--- src/rtl/alu_operand_stage_if.sv ---
// Decode->execute bus for alu_operand_stage: upstream instruction fields, writeback snoop
// and the ALU-side operand outputs. slave = the stage itself, master = its environment.
interface alu_operand_stage_if #(
    parameter int XLEN = 32
);
    logic            i_flush;
    logic            i_valid;
    logic            o_ready;
    logic [XLEN-1:0] i_pc;
    logic [XLEN-1:0] i_rs1_data;
    logic [XLEN-1:0] i_rs2_data;
    logic [XLEN-1:0] i_imm;
    logic [4:0]      i_rs1_addr;
    logic [4:0]      i_rs2_addr;
    logic [4:0]      i_rd_addr;
    logic            i_use_pc;
    logic            i_use_imm;
    logic [2:0]      i_alu_op;
    logic            i_sub;
    logic            i_arith_shift;
    logic [2:0]      i_branch_op;
    logic            i_wb_valid;
    logic [4:0]      i_wb_rd;
    logic [XLEN-1:0] i_wb_data;
    logic            o_valid;
    logic            i_ready;
    logic [XLEN-1:0] o_a;
    logic [XLEN-1:0] o_b;
    logic [XLEN-1:0] o_rs2_val;
    logic [2:0]      o_op;
    logic [2:0]      o_branch_op;
    logic            o_sub;
    logic            o_arith_shift;
    logic [XLEN-1:0] o_pc;
    logic [4:0]      o_rd;

    modport slave (
        input  i_flush, i_valid, i_pc, i_rs1_data, i_rs2_data, i_imm,
               i_rs1_addr, i_rs2_addr, i_rd_addr, i_use_pc, i_use_imm,
               i_alu_op, i_sub, i_arith_shift, i_branch_op,
               i_wb_valid, i_wb_rd, i_wb_data, i_ready,
        output o_ready, o_valid, o_a, o_b, o_rs2_val, o_op, o_branch_op,
               o_sub, o_arith_shift, o_pc, o_rd
    );

    modport master (
        output i_flush, i_valid, i_pc, i_rs1_data, i_rs2_data, i_imm,
               i_rs1_addr, i_rs2_addr, i_rd_addr, i_use_pc, i_use_imm,
               i_alu_op, i_sub, i_arith_shift, i_branch_op,
               i_wb_valid, i_wb_rd, i_wb_data, i_ready,
        input  o_ready, o_valid, o_a, o_b, o_rs2_val, o_op, o_branch_op,
               o_sub, o_arith_shift, o_pc, o_rd
    );
endinterface

--- src/rtl/alu_operand_stage.sv ---
// Decode->execute operand stage with a 2-entry skid buffer and registered o_ready.
// Optional writeback forwarding into captured/held rs values: define OPERAND_FWD_EN.
module alu_operand_stage #(
    parameter int XLEN = 32   // the downstream ALU is 32-bit only
) (
    input  logic                 i_clk,
    input  logic                 i_rst,
    alu_operand_stage_if.slave   io_bus
);

    typedef struct packed {
        logic [XLEN-1:0] pc;
        logic [XLEN-1:0] rs1;
        logic [XLEN-1:0] rs2;
        logic [XLEN-1:0] imm;
        logic [4:0]      rs1_addr;
        logic [4:0]      rs2_addr;
        logic [4:0]      rd;
        logic            use_pc;
        logic            use_imm;
        logic [2:0]      op;
        logic            sub;
        logic            arith_shift;
        logic [2:0]      branch_op;
    } entry_t;

    typedef enum logic [1:0] {
        ST_EMPTY = 2'd0,
        ST_FULL  = 2'd1,
        ST_SKID  = 2'd2
    } state_t;

    state_t r_state;
    state_t w_state_nxt;
    logic   r_ready;
    entry_t r_main_p1;
    entry_t r_skid_p1;
    entry_t w_in_p0;
    entry_t w_in_fwd_p0;
    entry_t w_main_fwd_p1;
    entry_t w_skid_fwd_p1;
    entry_t w_main_nxt;
    entry_t w_skid_nxt;
    logic   w_vld_p1;
    logic   w_accept;
    logic   w_xfer;

    function automatic logic [XLEN-1:0] fwd_val(
        input logic [XLEN-1:0] val,
        input logic [4:0]      addr,
        input logic            wb_v,
        input logic [4:0]      wb_rd,
        input logic [XLEN-1:0] wb_d
    );
        // x0 is hard-wired zero and must never pick up a writeback value
        return (wb_v && (wb_rd != 5'd0) && (wb_rd == addr)) ? wb_d : val;
    endfunction

    function automatic entry_t fwd_entry(
        input entry_t          e,
        input logic            wb_v,
        input logic [4:0]      wb_rd,
        input logic [XLEN-1:0] wb_d
    );
        entry_t r;
        r     = e;
        r.rs1 = fwd_val(e.rs1, e.rs1_addr, wb_v, wb_rd, wb_d);
        r.rs2 = fwd_val(e.rs2, e.rs2_addr, wb_v, wb_rd, wb_d);
        return r;
    endfunction

    // ---- stage p0: incoming instruction fields ----
    always_comb begin
        w_in_p0             = '0;
        w_in_p0.pc          = io_bus.i_pc;
        w_in_p0.rs1         = io_bus.i_rs1_data;
        w_in_p0.rs2         = io_bus.i_rs2_data;
        w_in_p0.imm         = io_bus.i_imm;
        w_in_p0.rs1_addr    = io_bus.i_rs1_addr;
        w_in_p0.rs2_addr    = io_bus.i_rs2_addr;
        w_in_p0.rd          = io_bus.i_rd_addr;
        w_in_p0.use_pc      = io_bus.i_use_pc;
        w_in_p0.use_imm     = io_bus.i_use_imm;
        w_in_p0.op          = io_bus.i_alu_op;
        w_in_p0.sub         = io_bus.i_sub;
        w_in_p0.arith_shift = io_bus.i_arith_shift;
        w_in_p0.branch_op   = io_bus.i_branch_op;
    end

`ifdef OPERAND_FWD_EN
    assign w_in_fwd_p0   = fwd_entry(w_in_p0,   io_bus.i_wb_valid, io_bus.i_wb_rd, io_bus.i_wb_data);
    assign w_main_fwd_p1 = fwd_entry(r_main_p1, io_bus.i_wb_valid, io_bus.i_wb_rd, io_bus.i_wb_data);
    assign w_skid_fwd_p1 = fwd_entry(r_skid_p1, io_bus.i_wb_valid, io_bus.i_wb_rd, io_bus.i_wb_data);
`else
    logic w_unused_fwd;
    assign w_in_fwd_p0   = w_in_p0;
    assign w_main_fwd_p1 = r_main_p1;
    assign w_skid_fwd_p1 = r_skid_p1;
    assign w_unused_fwd  = ^{io_bus.i_wb_valid, io_bus.i_wb_rd, io_bus.i_wb_data,
                             r_main_p1.rs1_addr, r_main_p1.rs2_addr};
`endif

    assign w_vld_p1 = (r_state != ST_EMPTY);
    assign w_accept = io_bus.i_valid && r_ready;
    assign w_xfer   = w_vld_p1 && io_bus.i_ready;

    always_comb begin
        w_state_nxt = r_state;
        w_main_nxt  = w_main_fwd_p1;
        w_skid_nxt  = w_skid_fwd_p1;
        if (io_bus.i_flush) begin
            w_state_nxt = ST_EMPTY;
        end else begin
            case (r_state)
                ST_EMPTY: begin
                    if (w_accept) begin
                        w_state_nxt = ST_FULL;
                        w_main_nxt  = w_in_fwd_p0;
                    end
                end
                ST_FULL: begin
                    if (w_accept && !w_xfer) begin
                        w_state_nxt = ST_SKID;
                        w_skid_nxt  = w_in_fwd_p0;
                    end else if (w_xfer && !w_accept) begin
                        w_state_nxt = ST_EMPTY;
                    end else if (w_xfer && w_accept) begin
                        w_main_nxt  = w_in_fwd_p0;
                    end
                end
                ST_SKID: begin
                    if (w_xfer) begin
                        w_state_nxt = ST_FULL;
                        w_main_nxt  = w_skid_fwd_p1;
                    end
                end
                default: w_state_nxt = ST_EMPTY;
            endcase
        end
    end

    // ---- stage p1: main/skid entries ----
    always_ff @(posedge i_clk) begin
        if (i_rst) begin
            r_state   <= ST_EMPTY;
            r_ready   <= 1'b1;
            r_main_p1 <= '0;
        end else begin
            r_state   <= w_state_nxt;
            r_ready   <= (w_state_nxt != ST_SKID);
            r_main_p1 <= w_main_nxt;
        end
    end

    always_ff @(posedge i_clk) begin
        r_skid_p1 <= w_skid_nxt;
    end

    assign io_bus.o_ready       = r_ready;
    assign io_bus.o_valid       = w_vld_p1;
    assign io_bus.o_a           = r_main_p1.use_pc  ? r_main_p1.pc  : r_main_p1.rs1;
    assign io_bus.o_b           = r_main_p1.use_imm ? r_main_p1.imm : r_main_p1.rs2;
    assign io_bus.o_rs2_val     = r_main_p1.rs2;
    assign io_bus.o_op          = r_main_p1.op;
    assign io_bus.o_branch_op   = r_main_p1.branch_op;
    assign io_bus.o_sub         = r_main_p1.sub;
    assign io_bus.o_arith_shift = r_main_p1.arith_shift;
    assign io_bus.o_pc          = r_main_p1.pc;
    assign io_bus.o_rd          = r_main_p1.rd;

endmodule
--- src/flat_wrapper.sv ---
// flat-port wrapper written by rule: the top's interface ports become plain ports
module alu_operand_stage_flat 
#(
    parameter int XLEN = 32                                       
)
  (i_clk, i_rst, io_bus_i_flush, io_bus_i_valid, io_bus_i_pc, io_bus_i_rs1_data, io_bus_i_rs2_data, io_bus_i_imm, io_bus_i_rs1_addr, io_bus_i_rs2_addr, io_bus_i_rd_addr, io_bus_i_use_pc, io_bus_i_use_imm, io_bus_i_alu_op, io_bus_i_sub, io_bus_i_arith_shift, io_bus_i_branch_op, io_bus_i_wb_valid, io_bus_i_wb_rd, io_bus_i_wb_data, io_bus_i_ready, io_bus_o_ready, io_bus_o_valid, io_bus_o_a, io_bus_o_b, io_bus_o_rs2_val, io_bus_o_op, io_bus_o_branch_op, io_bus_o_sub, io_bus_o_arith_shift, io_bus_o_pc, io_bus_o_rd);
  alu_operand_stage_if #(.XLEN(XLEN)) io_bus_i ();
  input  logic i_clk;
  input  logic i_rst;
  input wire logic [$bits(io_bus_i.i_flush)-1:0] io_bus_i_flush;
  input wire logic [$bits(io_bus_i.i_valid)-1:0] io_bus_i_valid;
  input wire logic [$bits(io_bus_i.i_pc)-1:0] io_bus_i_pc;
  input wire logic [$bits(io_bus_i.i_rs1_data)-1:0] io_bus_i_rs1_data;
  input wire logic [$bits(io_bus_i.i_rs2_data)-1:0] io_bus_i_rs2_data;
  input wire logic [$bits(io_bus_i.i_imm)-1:0] io_bus_i_imm;
  input wire logic [$bits(io_bus_i.i_rs1_addr)-1:0] io_bus_i_rs1_addr;
  input wire logic [$bits(io_bus_i.i_rs2_addr)-1:0] io_bus_i_rs2_addr;
  input wire logic [$bits(io_bus_i.i_rd_addr)-1:0] io_bus_i_rd_addr;
  input wire logic [$bits(io_bus_i.i_use_pc)-1:0] io_bus_i_use_pc;
  input wire logic [$bits(io_bus_i.i_use_imm)-1:0] io_bus_i_use_imm;
  input wire logic [$bits(io_bus_i.i_alu_op)-1:0] io_bus_i_alu_op;
  input wire logic [$bits(io_bus_i.i_sub)-1:0] io_bus_i_sub;
  input wire logic [$bits(io_bus_i.i_arith_shift)-1:0] io_bus_i_arith_shift;
  input wire logic [$bits(io_bus_i.i_branch_op)-1:0] io_bus_i_branch_op;
  input wire logic [$bits(io_bus_i.i_wb_valid)-1:0] io_bus_i_wb_valid;
  input wire logic [$bits(io_bus_i.i_wb_rd)-1:0] io_bus_i_wb_rd;
  input wire logic [$bits(io_bus_i.i_wb_data)-1:0] io_bus_i_wb_data;
  input wire logic [$bits(io_bus_i.i_ready)-1:0] io_bus_i_ready;
  output wire logic [$bits(io_bus_i.o_ready)-1:0] io_bus_o_ready;
  output wire logic [$bits(io_bus_i.o_valid)-1:0] io_bus_o_valid;
  output wire logic [$bits(io_bus_i.o_a)-1:0] io_bus_o_a;
  output wire logic [$bits(io_bus_i.o_b)-1:0] io_bus_o_b;
  output wire logic [$bits(io_bus_i.o_rs2_val)-1:0] io_bus_o_rs2_val;
  output wire logic [$bits(io_bus_i.o_op)-1:0] io_bus_o_op;
  output wire logic [$bits(io_bus_i.o_branch_op)-1:0] io_bus_o_branch_op;
  output wire logic [$bits(io_bus_i.o_sub)-1:0] io_bus_o_sub;
  output wire logic [$bits(io_bus_i.o_arith_shift)-1:0] io_bus_o_arith_shift;
  output wire logic [$bits(io_bus_i.o_pc)-1:0] io_bus_o_pc;
  output wire logic [$bits(io_bus_i.o_rd)-1:0] io_bus_o_rd;
  assign io_bus_i.i_flush = io_bus_i_flush;
  assign io_bus_i.i_valid = io_bus_i_valid;
  assign io_bus_i.i_pc = io_bus_i_pc;
  assign io_bus_i.i_rs1_data = io_bus_i_rs1_data;
  assign io_bus_i.i_rs2_data = io_bus_i_rs2_data;
  assign io_bus_i.i_imm = io_bus_i_imm;
  assign io_bus_i.i_rs1_addr = io_bus_i_rs1_addr;
  assign io_bus_i.i_rs2_addr = io_bus_i_rs2_addr;
  assign io_bus_i.i_rd_addr = io_bus_i_rd_addr;
  assign io_bus_i.i_use_pc = io_bus_i_use_pc;
  assign io_bus_i.i_use_imm = io_bus_i_use_imm;
  assign io_bus_i.i_alu_op = io_bus_i_alu_op;
  assign io_bus_i.i_sub = io_bus_i_sub;
  assign io_bus_i.i_arith_shift = io_bus_i_arith_shift;
  assign io_bus_i.i_branch_op = io_bus_i_branch_op;
  assign io_bus_i.i_wb_valid = io_bus_i_wb_valid;
  assign io_bus_i.i_wb_rd = io_bus_i_wb_rd;
  assign io_bus_i.i_wb_data = io_bus_i_wb_data;
  assign io_bus_i.i_ready = io_bus_i_ready;
  assign io_bus_o_ready = io_bus_i.o_ready;
  assign io_bus_o_valid = io_bus_i.o_valid;
  assign io_bus_o_a = io_bus_i.o_a;
  assign io_bus_o_b = io_bus_i.o_b;
  assign io_bus_o_rs2_val = io_bus_i.o_rs2_val;
  assign io_bus_o_op = io_bus_i.o_op;
  assign io_bus_o_branch_op = io_bus_i.o_branch_op;
  assign io_bus_o_sub = io_bus_i.o_sub;
  assign io_bus_o_arith_shift = io_bus_i.o_arith_shift;
  assign io_bus_o_pc = io_bus_i.o_pc;
  assign io_bus_o_rd = io_bus_i.o_rd;
  alu_operand_stage #(.XLEN(XLEN)) u_core (.i_clk(i_clk), .i_rst(i_rst), .io_bus(io_bus_i));
endmodule
--- config.mk ---
export PLATFORM = sky130hd
export DESIGN_NAME = alu_operand_stage_flat
export DESIGN_NICKNAME = d
export VERILOG_FILES = /design/src/rtl/alu_operand_stage_if.sv /design/src/rtl/alu_operand_stage.sv /design/src/flat_wrapper.sv
export SDC_FILE = /design/constraint.sdc
export NUM_CORES = 1
export LEC_CHECK = 0
export ABC_AREA = 1
export CAP_MARGIN = 20
export CORE_MARGIN = 3
export CORE_UTILIZATION = 35
export DETAILED_ROUTE_END_ITERATION = 12
export SLEW_MARGIN = 20
export SYNTH_ARGS = -nofsm -noshare
export SYNTH_HDL_FRONTEND = slang
export SYNTH_SLANG_ARGS = --single-unit
--- constraint.sdc ---
create_clock -name i_clk -period 11.6 [get_ports i_clk]
set_input_delay 2.32 -clock i_clk [delete_from_list [all_inputs] [get_ports i_clk]]
set_output_delay 2.32 -clock i_clk [all_outputs]
set_load 0.01 [all_outputs]
Word-level counts from Yosys, hierarchy flattened. Index checks and enable logic that the tools add are counted.

Equality and inequality tests: 8. Muxes and demuxes: 14. Bitwise gates (word level): 1. Reduce and logical (&&, ||, !) cells: 12.

Operators by type and width (number): 2-to-1 mux 153 bit (5); case mux 153 bit (3 select lines) (1); 2-to-1 mux 32 bit (2); 2-to-1 mux 2 bit (5); AND reduction 7 bit (1); != test 2 x 1 -> 1 bit, second input constant (3); != test 2 bit, second input constant (3); case mux 2 bit (3 select lines) (1); logical AND 1 bit (5); AND reduction 3 bit (1); nonzero test 3 bit (1); == test 2 x 1 -> 1 bit, second input constant (1); == test 2 bit, second input constant (1); zero test 1 bit (2); zero test 2 bit (1); nonzero test 2 bit (1); inverter 1 bit (1).

Bits in registers: 299. Input port bits: 196. Output and inout bits: 143. Word-level logic and storage cells: 61.

Logic depth before layout (Yosys ltp). Gate-level depths: netlist (run 1).

Word-level depth: 8. Mapped depth: 10. Gate-level depth less buffers: 8.

Worst setup path before layout (run 1). OpenSTA, ideal clock, no wires.

Path type: input to register. From: input io_bus_i_valid. To: register u_core.r_skid_p1[0] in the netlist's numbering (enable). Arrival: 8.532 ns. Required time: 10.953 ns. Slack: 2.420 ns. Cell stages on the path: 4. Buffers on the path: 0. Cell sequence: nand2_1 inv_1 nand3_1 nor2_1.

Longest elaborated chain between the ends: 3.

RTL lines: start, declared (RTL line flat_wrapper.sv:11) `input wire logic [$bits(io_bus_i.i_valid)-1:0] io_bus_i_valid;`; logical AND 1 bit (RTL line alu_operand_stage.sv:104) `assign w_accept = io_bus.i_valid && r_ready;`; logical AND 1 bit (RTL line alu_operand_stage.sv:122) `if (w_accept && !w_xfer) begin`; AND reduction 3 bit (no line); end signal, assigned (RTL line alu_operand_stage.sv:156) `r_skid_p1 <= w_skid_nxt;`; end, declared (RTL line alu_operand_stage.sv:37) `entry_t r_skid_p1;`.

No other way between the ends. A chain may end at the register's enable or synchronous reset.

Worst setup path after layout (run 1).
From: input io_bus_i_valid. To: register u_core.r_main_p1, in the netlist u_core.io_bus.o_rs2_val[20].

Longest elaborated chain between the ends: 5.

RTL lines: logical AND 1 bit * (RTL line alu_operand_stage.sv:104); zero test 1 bit (RTL line alu_operand_stage.sv:125) `end else if (w_xfer && !w_accept) begin`; logical AND 1 bit (RTL line alu_operand_stage.sv:125); != test 2 bit (no line); AND reduction 7 bit (no line) *; end signal, assigned (RTL line alu_operand_stage.sv:151) `r_main_p1 <= w_main_nxt;`; end, declared (RTL line alu_operand_stage.sv:36) `entry_t r_main_p1;`.

Every way passes the cells marked *; elsewhere a longest branch is shown, timed or not.

==> metrics, run 1 <==
Clock Tree Root sky130_fd_sc_hd__clkbuf_16; RSZ-0062 raised after global routing no; run status complete, no violations; setup-violating endpoint count in the final report 0; Worst Path Class, Setup primary input to flip-flop; clock latency of the later-clocked register in the worst-skew pair 530 ps; critical register-to-register path startpoint u_core.r_state[1]; share of Yosys cell area claimed by the top area cell type 30.9%; CTS buffer count 36; number of buffers inserted by port buffering 290; number of slew-limit violations in the final report 0; CP max stage delay 770 ps; Final period util 44.2%; Clock Skews around 15 ps; Hold Crit Endpoint u_core.r_main_p1[118]; count of placed standard cells in the final layout, fillers left out about 2,400; startpoint kind of the worst setup timing path primary input; Crit path top cell by count sky130_fd_sc_hd__nand2_1; via count of the first global-routing pass 10,600; detailed placer's ending HPWL 24,000 um; Final Wtd Congestion 0.823; max-capacitance violation count 0; cell area after synthesis 0.0139 mm2; post-synth net total 1,919; arrival time of data at the critical path endpoint ~5500 ps; average vias per placed instance 4.70; die boundary width 205 um; startpoint of the lowest-slack hold path u_core.r_main_p1[118]; CTS hold repair buffers 0; H-tree depth reported by CTS 2; number of resized instances in the post-cts repair step 0; final worst path period need 5130 ps; wire length of the first global-routing pass 62,400 um; number of rows created at floorplan 72; part of the Yosys area used for sequential elements 51.9%; Net count, final 2,065; I/O pins 339; DRC marker count from the first detailed-route iteration 854; # DRC 0; cell depth of the worst flop-to-flop path 9; share of final-layout standard cells stronger than drive strength 1 7.23%; global routing usage summed across all routing layers 18.7%; number of vias after detailed routing 11,400; data required time at the worst endpoint 12,010 ps; sum of routed wire length over all layers 40,700 um; Detail Route Antenna Nets 0; relative area change from synthesis to final layout 26.2%; CP cell instances clkdlybuf4s50_1, nand2_1, nand2_1, nand2_1, nor2_4, buf_4, buf_4, nand3_1, nand2_1, nor2_1; initial standard-cell utilization of the core 35.7%; number of instances in the synthesized netlist roughly 1,700; setup tns final 0 ps; number of clock sinks seen by CTS 289; Leakage 7.69 nW; worst ir drop on vdd 0.0920 mV; leading post-synthesis cells by cell area sky130_fd_sc_hd__edfxtp_1 (31%), sky130_fd_sc_hd__dfxtp_1 (21%), sky130_fd_sc_hd__nand2_1 (12%); post-DR wirelength/cell 16.8 um; number of instances on the worst hold path 2; CTS tree yes; Syn Area/Cell 8.07 um2; number of antenna violations at the first check in global routing 9; Hold Vio Cnt, Final 0; die footprint 0.0422 mm2; cell at the slowest stage of the critical path sky130_fd_sc_hd__nor2_4; maximum number of pins on one net before global-route repair about 150; worst min path class flip-flop to flip-flop; slew of the pin with the lowest slew margin 1100 ps; pwr dens around 150 mW/mm2; CP Capture Type flip-flop; instance count after placement with tap cells included between 2,000 and 2,500; Clock transition at path regs 60 ps; core region area 0.0389 mm2; post-synth cell types 22; post-synth top area cell sky130_fd_sc_hd__edfxtp_1; register-to-register setup slack 7720 ps; Crit Reg-Reg Endpoint u_core.io_bus.o_rs2_val[20]; highest clock frequency the design can meet 195 MHz; number of warnings printed during yosys synthesis 0; number of synthesized register bits 289; Final Total Pwr 0.00258 W; detailed-router iteration count before antenna repair 5; relative slew slack 26.4%; final core utilization 45.1%; remaining global-route overflow 0; number of buffers between clock root and the deepest sink 3; Worst Path Max Fanout 64; Die Y between 200 and 250 um; Setup Fix Bufs, Post-CTS 0
-- cell type report --
type                    instances  area (um2)
fillers                      3916       21400
flip-flops and latches        289        7220
multi-input cells            1092        5020
repair buffers                299        2970
clock buffers                  55        1050
well taps                     518         648
inverters                     151         572
clock inverters                 9        46.3
diodes                          5        12.5
-- flip-flops by register name, indices dropped and copies added (netlist names) --
signal                       flops
u_core.io_bus.o_rd               5
u_core.io_bus.o_rs2_val         32
u_core.io_bus.o_pc              32
u_core.r_skid_p1               143
u_core.io_bus.o_sub              1
u_core.io_bus.o_arith_shift      1
u_core.io_bus.o_branch_op        3
u_core.io_bus.o_op               3
u_core.r_main_p1                66
u_core.io_bus.o_ready            1
u_core.r_state                   2
-- layer usage --
metal / vias up / wire, um / global-route usage (%)
met5: - / 36 / 0
met4: 6 / 911 / 6.88
met3: 61 / 2730 / 3.81
met2: 350 / 18800 / 28.6
met1: 5242 / 18200 / 26.1
li1: 5694 / - / -
-- where the power goes --
| part | internal [W] | total, W | leakage [nW] | switching, W |
|---|---|---|---|---|
| clock network | 0.000626 | 0.00106 | 0.540 | 0.000431 |
| logic | 0.000190 | 0.000366 | 4.66 | 0.000176 |
| registers | 0.00112 | 0.00115 | 2.49 | 0.0000390 |
-- worst max path at each step --
| stage | startpoint | endpoint | cells past startpoint |
|---|---|---|---|
| after floorplan | io_bus_i_valid | u_core.r_skid_p1[0] | 4 |
| after global placement | io_bus_i_flush | u_core.io_bus.o_rs2_val[30] | 9 |
| after detailed placement | io_bus_i_flush | u_core.io_bus.o_rs2_val[19] | 9 |
| after CTS | io_bus_i_ready | u_core.io_bus.o_rs2_val[20] | 10 |
| after global routing | io_bus_i_valid | u_core.r_main_p1[41] | 10 |
| final | io_bus_i_valid | u_core.io_bus.o_rs2_val[20] | 10 |
-- cell usage in the layout, fill, tap and decap left out, drive strengths merged --
master,netlist,routed
nand3,291,291
clkbuf,47,55
diode,0,5
dfxtp,146,146
inv,151,152
buf,144,9
clkinv,0,7
a21oi,2,2
edfxtp,143,143
o211ai,1,1
clkdlybuf4s50,0,290
clkinvlp,0,1
mux2,64,64
nor2,292,292
o21ai,1,1
nand2,441,441
-- worst max-delay path: cells and delay by family --
kind,cells,cell delay (ps)
buf+inv,3,1790
simple gates,7,1380
-- synth_stat cells (all sizes together) --
cell and number:
o211ai 1, clkbuf 47, mux2 64, buf 144, nand2 441, inv 151
edfxtp 143, o21ai 1, nor2 292, nand3 291, a21oi 2, dfxtp 146
-- metrics by stage --
stage / hold slack, ps / instance area (um2) / worst slack [ps]
6_report: 474 / 17600 / 6470
2_1_floorplan: 449 / 13900 / 2420
5_1_grt: 499 / 17600 / 6160
4_1_cts: 481 / 17500 / 6410
3_3_place_gp: 458 / 16400 / 5880
3_5_place_dp: 468 / 16400 / 5870
-- cells by family after synthesis --
family                 Yosys count  share of synthesized area (%)
and+or+nand+nor               1024                           30.5
buffers and inverters          342                           12.3
DFF                            289                           51.9
muxes                           64                           5.18
AOI/OAI and AO/OA                4                          0.189
Power figures use the tool's default switching activity.
==> run 2, diff against run 1 <==
==> constraint.sdc (replaced) <==
create_clock -name i_clk -period 5.3 [get_ports i_clk]
set_input_delay 1.06 -clock i_clk [delete_from_list [all_inputs] [get_ports i_clk]]
set_output_delay 1.06 -clock i_clk [all_outputs]
set_load 0.01 [all_outputs]
==> run 2 against run 1 <==
  * Worst hold slack improved by 5.0 ps
  * Sequential power grew 120%
  * Critical path depth down 8
  * Worst setup slack worse by 4700 ps
  * Register-to-register slack worse by 5700 ps
  * Clock-buffer cell count is the same
  * Final cell count barely moved
  * Via count shrank 0.47%
  * Clock skew grew 6.8 ps
==> metrics, run 2 (synthesized netlist as in run 1, its figures left out) <==
Worst Path Max Fanout 33 (was 64); Final period util 66.7%; number of fill cells 3,867 (was 3,916); global routing usage summed across all routing layers 18.9% (was 18.7%); switching part of the total power 25.2% (was 25.1%); die boundary width 205 um (unchanged); Worst Path Class, Setup flip-flop to primary output (was primary input to flip-flop); number of buffers between clock root and the deepest sink 3 (unchanged); sum of routed wire length over all layers 40,700 um (about the same); most frequent standard cell in the layout excluding fill and tap cells sky130_fd_sc_hd__nand2_1 (unchanged); CP cell instances mux2_2, clkdlybuf4s50_1 (was clkdlybuf4s50_1, nand2_1, nand2_1, nand2_1, nor2_4, buf_4, buf_4, nand3_1, nand2_1, nor2_1); number of slew-limit violations in the final report 0 (unchanged); CP max stage delay 970 ps (was 770 ps); worst min path class flip-flop to flip-flop (unchanged); Largest register FFs 143 (unchanged); max-capacitance violation count 0 (unchanged); register with the highest flop count u_core.r_skid_p1 (unchanged); relative contribution of combinational cells to total power 14.1% (was 14.2%); Detail Route Antenna Nets 0 (unchanged); share of final-layout standard cells stronger than drive strength 1 7.34% (was 7.23%); Final Wtd Congestion 0.787 (was 0.823); run status complete, no violations (unchanged); arrival time of data at the critical path endpoint 2470 ps (was 5540 ps); highest clock frequency the design can meet 283 MHz; number of clock sinks seen by CTS 289 (unchanged); slew of the pin with the lowest slew margin 1050 ps (was 1100 ps); category of cells accounting for the largest share of critical-path delay flip-flops (was buffers and inverters); commonest non-fill, non-tap cells in the layout sky130_fd_sc_hd__nand2_1 (438), sky130_fd_sc_hd__nand3_1 (290), sky130_fd_sc_hd__clkdlybuf4s50_1 (290) (unchanged); area of the multi-input gates 0.00502 mm2 (unchanged); pre-CTS setup slack 2010 ps (was 5870 ps); count of buffering cells on the critical path with inverters included 1 (was 3); number of buffers inserted by port buffering 290 (unchanged); relative area change from synthesis to final layout 26.7% (was 26.2%); detailed-router iteration count before antenna repair 5 (unchanged); remaining global-route overflow 0 (unchanged); # DRC 0 (unchanged); relative contribution of sequential cells to total power 44.3% (was 44.8%); CTS buffer count 35 (was 36); Die Y 205 um (unchanged); largest registers ranked by flip-flop count u_core.r_skid_p1: 143 flops, u_core.r_main_p1: 66 flops (unchanged); core region area 0.0389 mm2 (unchanged); number of resized instances in the post-cts repair step 0 (unchanged); power spent charging and discharging nets 0.00144 W (was 0.000646 W); post-DR wirelength/cell 16.9 um (was 16.8 um); DRC marker count from the first detailed-route iteration 637 (was 854); startpoint kind of the worst setup timing path flip-flop (was primary input); Net count, final 2,065 (unchanged); die footprint 0.0422 mm2 (unchanged); CTS hold repair buffers 0 (unchanged); Setup Fix Bufs, Post-CTS 0 (unchanged); CTS tree yes (unchanged); I/O pins 339 (unchanged); setup-violating endpoint count in the final report 0 (unchanged); Clock transition at path regs 60 ps (about the same); number of antenna violations at the first check in global routing 4 (was 9); CP Capture Type primary output (was flip-flop); H-tree depth reported by CTS 2 (unchanged); initial standard-cell utilization of the core 35.7% (unchanged); data required time at the worst endpoint 4240 ps (was 12,010 ps); worst ir drop on vdd 0.166 mV (was 0.0920 mV); RSZ-0062 raised after global routing no (unchanged); cell at the slowest stage of the critical path sky130_fd_sc_hd__dfxtp_2 (was sky130_fd_sc_hd__nor2_4); Clock Tree Root sky130_fd_sc_hd__clkbuf_16 (unchanged); number of rows created at floorplan 72 (unchanged); maximum number of pins on one net before global-route repair 144 (was 145); setup tns final 0 ps (unchanged); Hold Vio Cnt, Final 0 (unchanged); pwr dens 324 mW/mm2 (was 147 mW/mm2); P_int 0.00426 W (was 0.00193 W); detailed placer's ending HPWL 23,800 um (was 24,000 um); Leakage 7.72 nW (was 7.69 nW); average vias per placed instance 4.68 (was 4.70); wire length of the first global-routing pass 63,100 um (was 62,400 um); area used by sequential logic in the layout 0.00722 mm2 (unchanged); slack of the critical path 1770 ps (was 6470 ps); clock latency of the later-clocked register in the worst-skew pair 540 ps (was 530 ps); final worst path period need 3530 ps; clock power share 41.6% (was 41.0%); via count of the first global-routing pass 10,900 (was 10,600); relative slew slack 29.7% (was 26.4%); number of vias after detailed routing 11,300 (was 11,400); Clock Skews 21.4 ps (was 14.7 ps)
-- run 2: cell types whose count changed in the layout (fill, tap and decap cells not counted), sizes merged --
cell	delta
inv	-1
buf	+1
diode	-2
-- run 2: cell type report --
class | count | area share, %
clock inverter | 8 | 0.220
clock buffer | 55 | 6.16
multi-input combinational | 1092 | 28.5
timing repair buffer | 300 | 17.1
tap | 518 | 3.68
sequential | 289 | 41.0
inverter | 151 | 3.26
antenna | 3 | 0.0426
-- run 2: through the flow --
stage | util, % | hold slack [ps] | instance area, um2 | std cells | power, W
3_5_place_dp | 42.3 | 470 | 16500 | 2350 | 0.00338
3_3_place_gp | 42.3 | 460 | 16500 | 2350 | 0.00337
6_report | 45.3 | 479 | 17600 | 2416 | 0.00570
5_1_grt | 45.3 | 503 | 17600 | 2416 | 0.00594
2_1_floorplan | - | 449 | 13900 | 1723 | 0.00302
4_1_cts | 45.2 | 483 | 17600 | 2413 | 0.00578
-- run 2: power groups by stage --
stage | logic [W] | registers [W] | clock network, W
final | 0.000802 | 0.00253 | 0.00237
after global routing | 0.000890 | 0.00254 | 0.00251
after CTS | 0.000812 | 0.00253 | 0.00244
after detailed placement | 0.000806 | 0.00257 | 0
after global placement | 0.000800 | 0.00257 | 0
after floorplan | 0.000490 | 0.00253 | 0
-- run 2: worst register-to-register path: cells and delay by family, from the launching register on --
family | cells | cell delay, ps
buffers and inverters | 1 | 670
DFF | 1 | 360
and+or+nand+nor | 6 | 2140
-- run 2: routing by layer --
metal | routed length [um] | GRT usage (%) | part of all wire, %
met3 | 2490 | 3.69 | 6.1
met4 | 882 | 6.18 | 2.2
met1 | 18300 | 25.6 | 45
met5 | 0 | 0 | 0
met2 | 19100 | 30.3 | 47
-- run 2: worst paths after layout --
check | from | endpoint | slack [ps] | cells after the start
setup reg to reg | u_core.r_state[0] | u_core.r_main_p1[52] | 2070 | 7
setup / recovery | u_core.r_main_p1[8] | io_bus_o_b[29] | 1770 | 2
hold reg to reg | u_core.r_main_p1[33] | u_core.r_main_p1[33] | 480 | 2
hold / removal | u_core.r_main_p1[33] | u_core.r_main_p1[33] | 480 | 2
==> run 3, diff against run 2 <==
==> constraint.sdc (replaced) <==
create_clock -name i_clk -period 3.3 [get_ports i_clk]
set_input_delay 0.66 -clock i_clk [delete_from_list [all_inputs] [get_ports i_clk]]
set_output_delay 0.66 -clock i_clk [all_outputs]
set_load 0.01 [all_outputs]
==> run 3 against run 2 <==
  * Total power is 60% higher
  * Clock-buffer cell count is 5 lower
  * Register-to-register slack lost 990 ps
  * Clock power increased by 57%
  * Critical endpoint is now io_bus_o_b[28]
  * Largest cell class unchanged
==> metrics, run 3 (synthesized netlist as in run 1, its figures left out) <==
run status complete, no violations (unchanged); number of resized instances in the post-cts repair step 0 (unchanged); number of antenna violations at the first check in global routing 5 (was 4); relative slew slack 29.4% (was 29.7%); share of final-layout standard cells stronger than drive strength 1 8.49% (was 7.34%); area of the multi-input gates 0.00505 mm2 (was 0.00502 mm2); DRC marker count from the first detailed-route iteration 561 (was 637); slack of the critical path 484 ps (was 1770 ps); pre-CTS setup slack 490 ps (was 2010 ps); count of placed standard cells in the final layout, fillers left out 2,442 (was 2,416); Net count, final 2,087 (was 2,065); setup-violating endpoint count in the final report 0 (unchanged); worst hold slack 473 ps (was 479 ps); RSZ-0062 raised after global routing no (unchanged); relative area change from synthesis to final layout 29.3% (was 26.7%); final worst path period need 2820 ps; Hold Vio Cnt, Final 0 (unchanged); max-capacitance violation count 0 (unchanged); area used by sequential logic in the layout 0.00722 mm2 (unchanged); Die Y 205 um (unchanged); largest registers ranked by flip-flop count u_core.r_skid_p1: 143 flops, u_core.r_main_p1: 66 flops (unchanged); core region area 0.0389 mm2 (unchanged); post-DR wirelength/cell 16.3 um (was 16.9 um); H-tree depth reported by CTS 2 (unchanged); Setup Fix Bufs, Post-CTS 0 (unchanged); detailed-router iteration count before antenna repair 4 (was 5); global routing usage summed across all routing layers 18.5% (was 18.9%); highest clock frequency the design can meet 355 MHz; cell at the slowest stage of the critical path sky130_fd_sc_hd__dfxtp_2 (unchanged); Detail Route Antenna Nets 0 (unchanged); Leakage 7.86 nW (was 7.72 nW); slew of the pin with the lowest slew margin 1060 ps (was 1050 ps); CP Capture Type primary output (unchanged); area of all placed cells without fillers 0.0180 mm2 (was 0.0176 mm2); via count of the first global-routing pass 10,900 (about the same); CP cell instances buf_12, mux2_2, clkdlybuf4s50_1 (was mux2_2, clkdlybuf4s50_1); detailed placer's ending HPWL 25,300 um (was 23,800 um); number of slew-limit violations in the final report 0 (unchanged); register-to-register setup slack 1080 ps (was 2070 ps); CTS tree yes (unchanged); placed inst area 0.0169 mm2 (was 0.0165 mm2); initial standard-cell utilization of the core 35.7% (unchanged); number of fill cells 3,883 (was 3,867); Worst Path Max Fanout 25 (was 33); Final Wtd Congestion 0.812 (was 0.787); I/O pins 339 (unchanged); CP max stage delay 500 ps (was 970 ps); die boundary width 205 um (unchanged); worst ir drop on vdd 0.270 mV (was 0.166 mV); Clock transition at path regs 60 ps (about the same); sum of routed wire length over all layers 39,800 um (was 40,700 um); arrival time of data at the critical path endpoint 2160 ps (was 2470 ps); die footprint 0.0422 mm2 (unchanged); number of buffers inserted by port buffering 290 (unchanged); clock latency of the later-clocked register in the worst-skew pair 540 ps (about the same); remaining global-route overflow 0 (unchanged); register with the highest flop count u_core.r_skid_p1 (unchanged); instance count after placement with tap cells included 2,371 (was 2,350); most frequent standard cell in the layout excluding fill and tap cells sky130_fd_sc_hd__nand2_1 (unchanged); data required time at the worst endpoint 2640 ps (was 4240 ps); startpoint kind of the worst setup timing path flip-flop (unchanged); worst min path class flip-flop to flip-flop (unchanged); number of clock sinks seen by CTS 289 (unchanged); Largest register FFs 143 (unchanged); Clock Tree Root sky130_fd_sc_hd__clkbuf_16 (unchanged); commonest non-fill, non-tap cells in the layout sky130_fd_sc_hd__nand2_1 (437), sky130_fd_sc_hd__clkdlybuf4s50_1 (290), sky130_fd_sc_hd__nand3_1 (289) (was sky130_fd_sc_hd__nand2_1 (438), sky130_fd_sc_hd__nand3_1 (290), sky130_fd_sc_hd__clkdlybuf4s50_1 (290)); wire length of the first global-routing pass 62,100 um (was 63,100 um); number of buffers between clock root and the deepest sink 3 (unchanged); number of vias after detailed routing 11,300 (about the same); average vias per placed instance 4.62 (was 4.68); pwr dens 507 mW/mm2 (was 324 mW/mm2); Final period util 85.3%; Worst Path Class, Setup flip-flop to primary output (unchanged); maximum number of pins on one net before global-route repair 92 (was 144); CTS buffer count 36 (was 35); number of rows created at floorplan 72 (unchanged); # DRC 0 (unchanged); CTS hold repair buffers 0 (unchanged); Clock Skews 17.9 ps (was 21.4 ps)
-- run 3: cell types whose count changed in the layout (fill, tap and decap cells not counted), sizes merged --
cell / before / now
clkinv: 7 / 11
clkinvlp: 1 / 3
buf: 10 / 31
diode: 3 / 5
bufinv: 0 / 1
inv: 151 / 152
clkbuf: 55 / 50
-- run 3: per-layer routing --
layer	part of all wire, %	global-route usage, %
met1	45	24.9
met2	46	29.0
met3	6.7	5.02
met4	2.4	5.83
met5	0.020	0
-- run 3: power breakdown --
| group | internal, W | switching (W) |
|---|---|---|
| registers | 0.00392 | 0.000112 |
| clock network | 0.00219 | 0.00154 |
| logic | 0.000701 | 0.000648 |
| total | 0.00681 | 0.00230 |
-- run 3: worst paths after layout --
path	startpoint	to	cells after the start
min	u_core.r_main_p1[31]	u_core.r_main_p1[31]	2
max reg2reg	u_core.r_state[0]	u_core.io_bus.o_pc[26]	8
min reg2reg	u_core.r_main_p1[31]	u_core.r_main_p1[31]	2
max	u_core.r_main_p1[8]	io_bus_o_b[28]	3
-- run 3: critical path, delay by kind of cell, from the launching register on --
kind     cells  cell delay (ps)
mux          1              370
flops        1              500
buf+inv      2              740
-- run 3: layout make-up --
class,instances,area share [%]
inverters,151,3.23
well taps,518,3.60
flip-flops and latches,289,40.2
clock buffers,50,5.53
diodes,5,0.0696
repair buffers,321,18.7
multi-input cells,1092,28.1
clock inverters,16,0.612
-- run 3: stage by stage --
step	utilization [%]	total power [W]	TNS (ps)
after CTS	46.2	0.00926	0
after global routing	46.2	0.00952	0
after floorplan	-	0.00485	-16600
after detailed placement	43.3	0.00547	0
final	46.2	0.00911	0
after global placement	43.3	0.00546	0
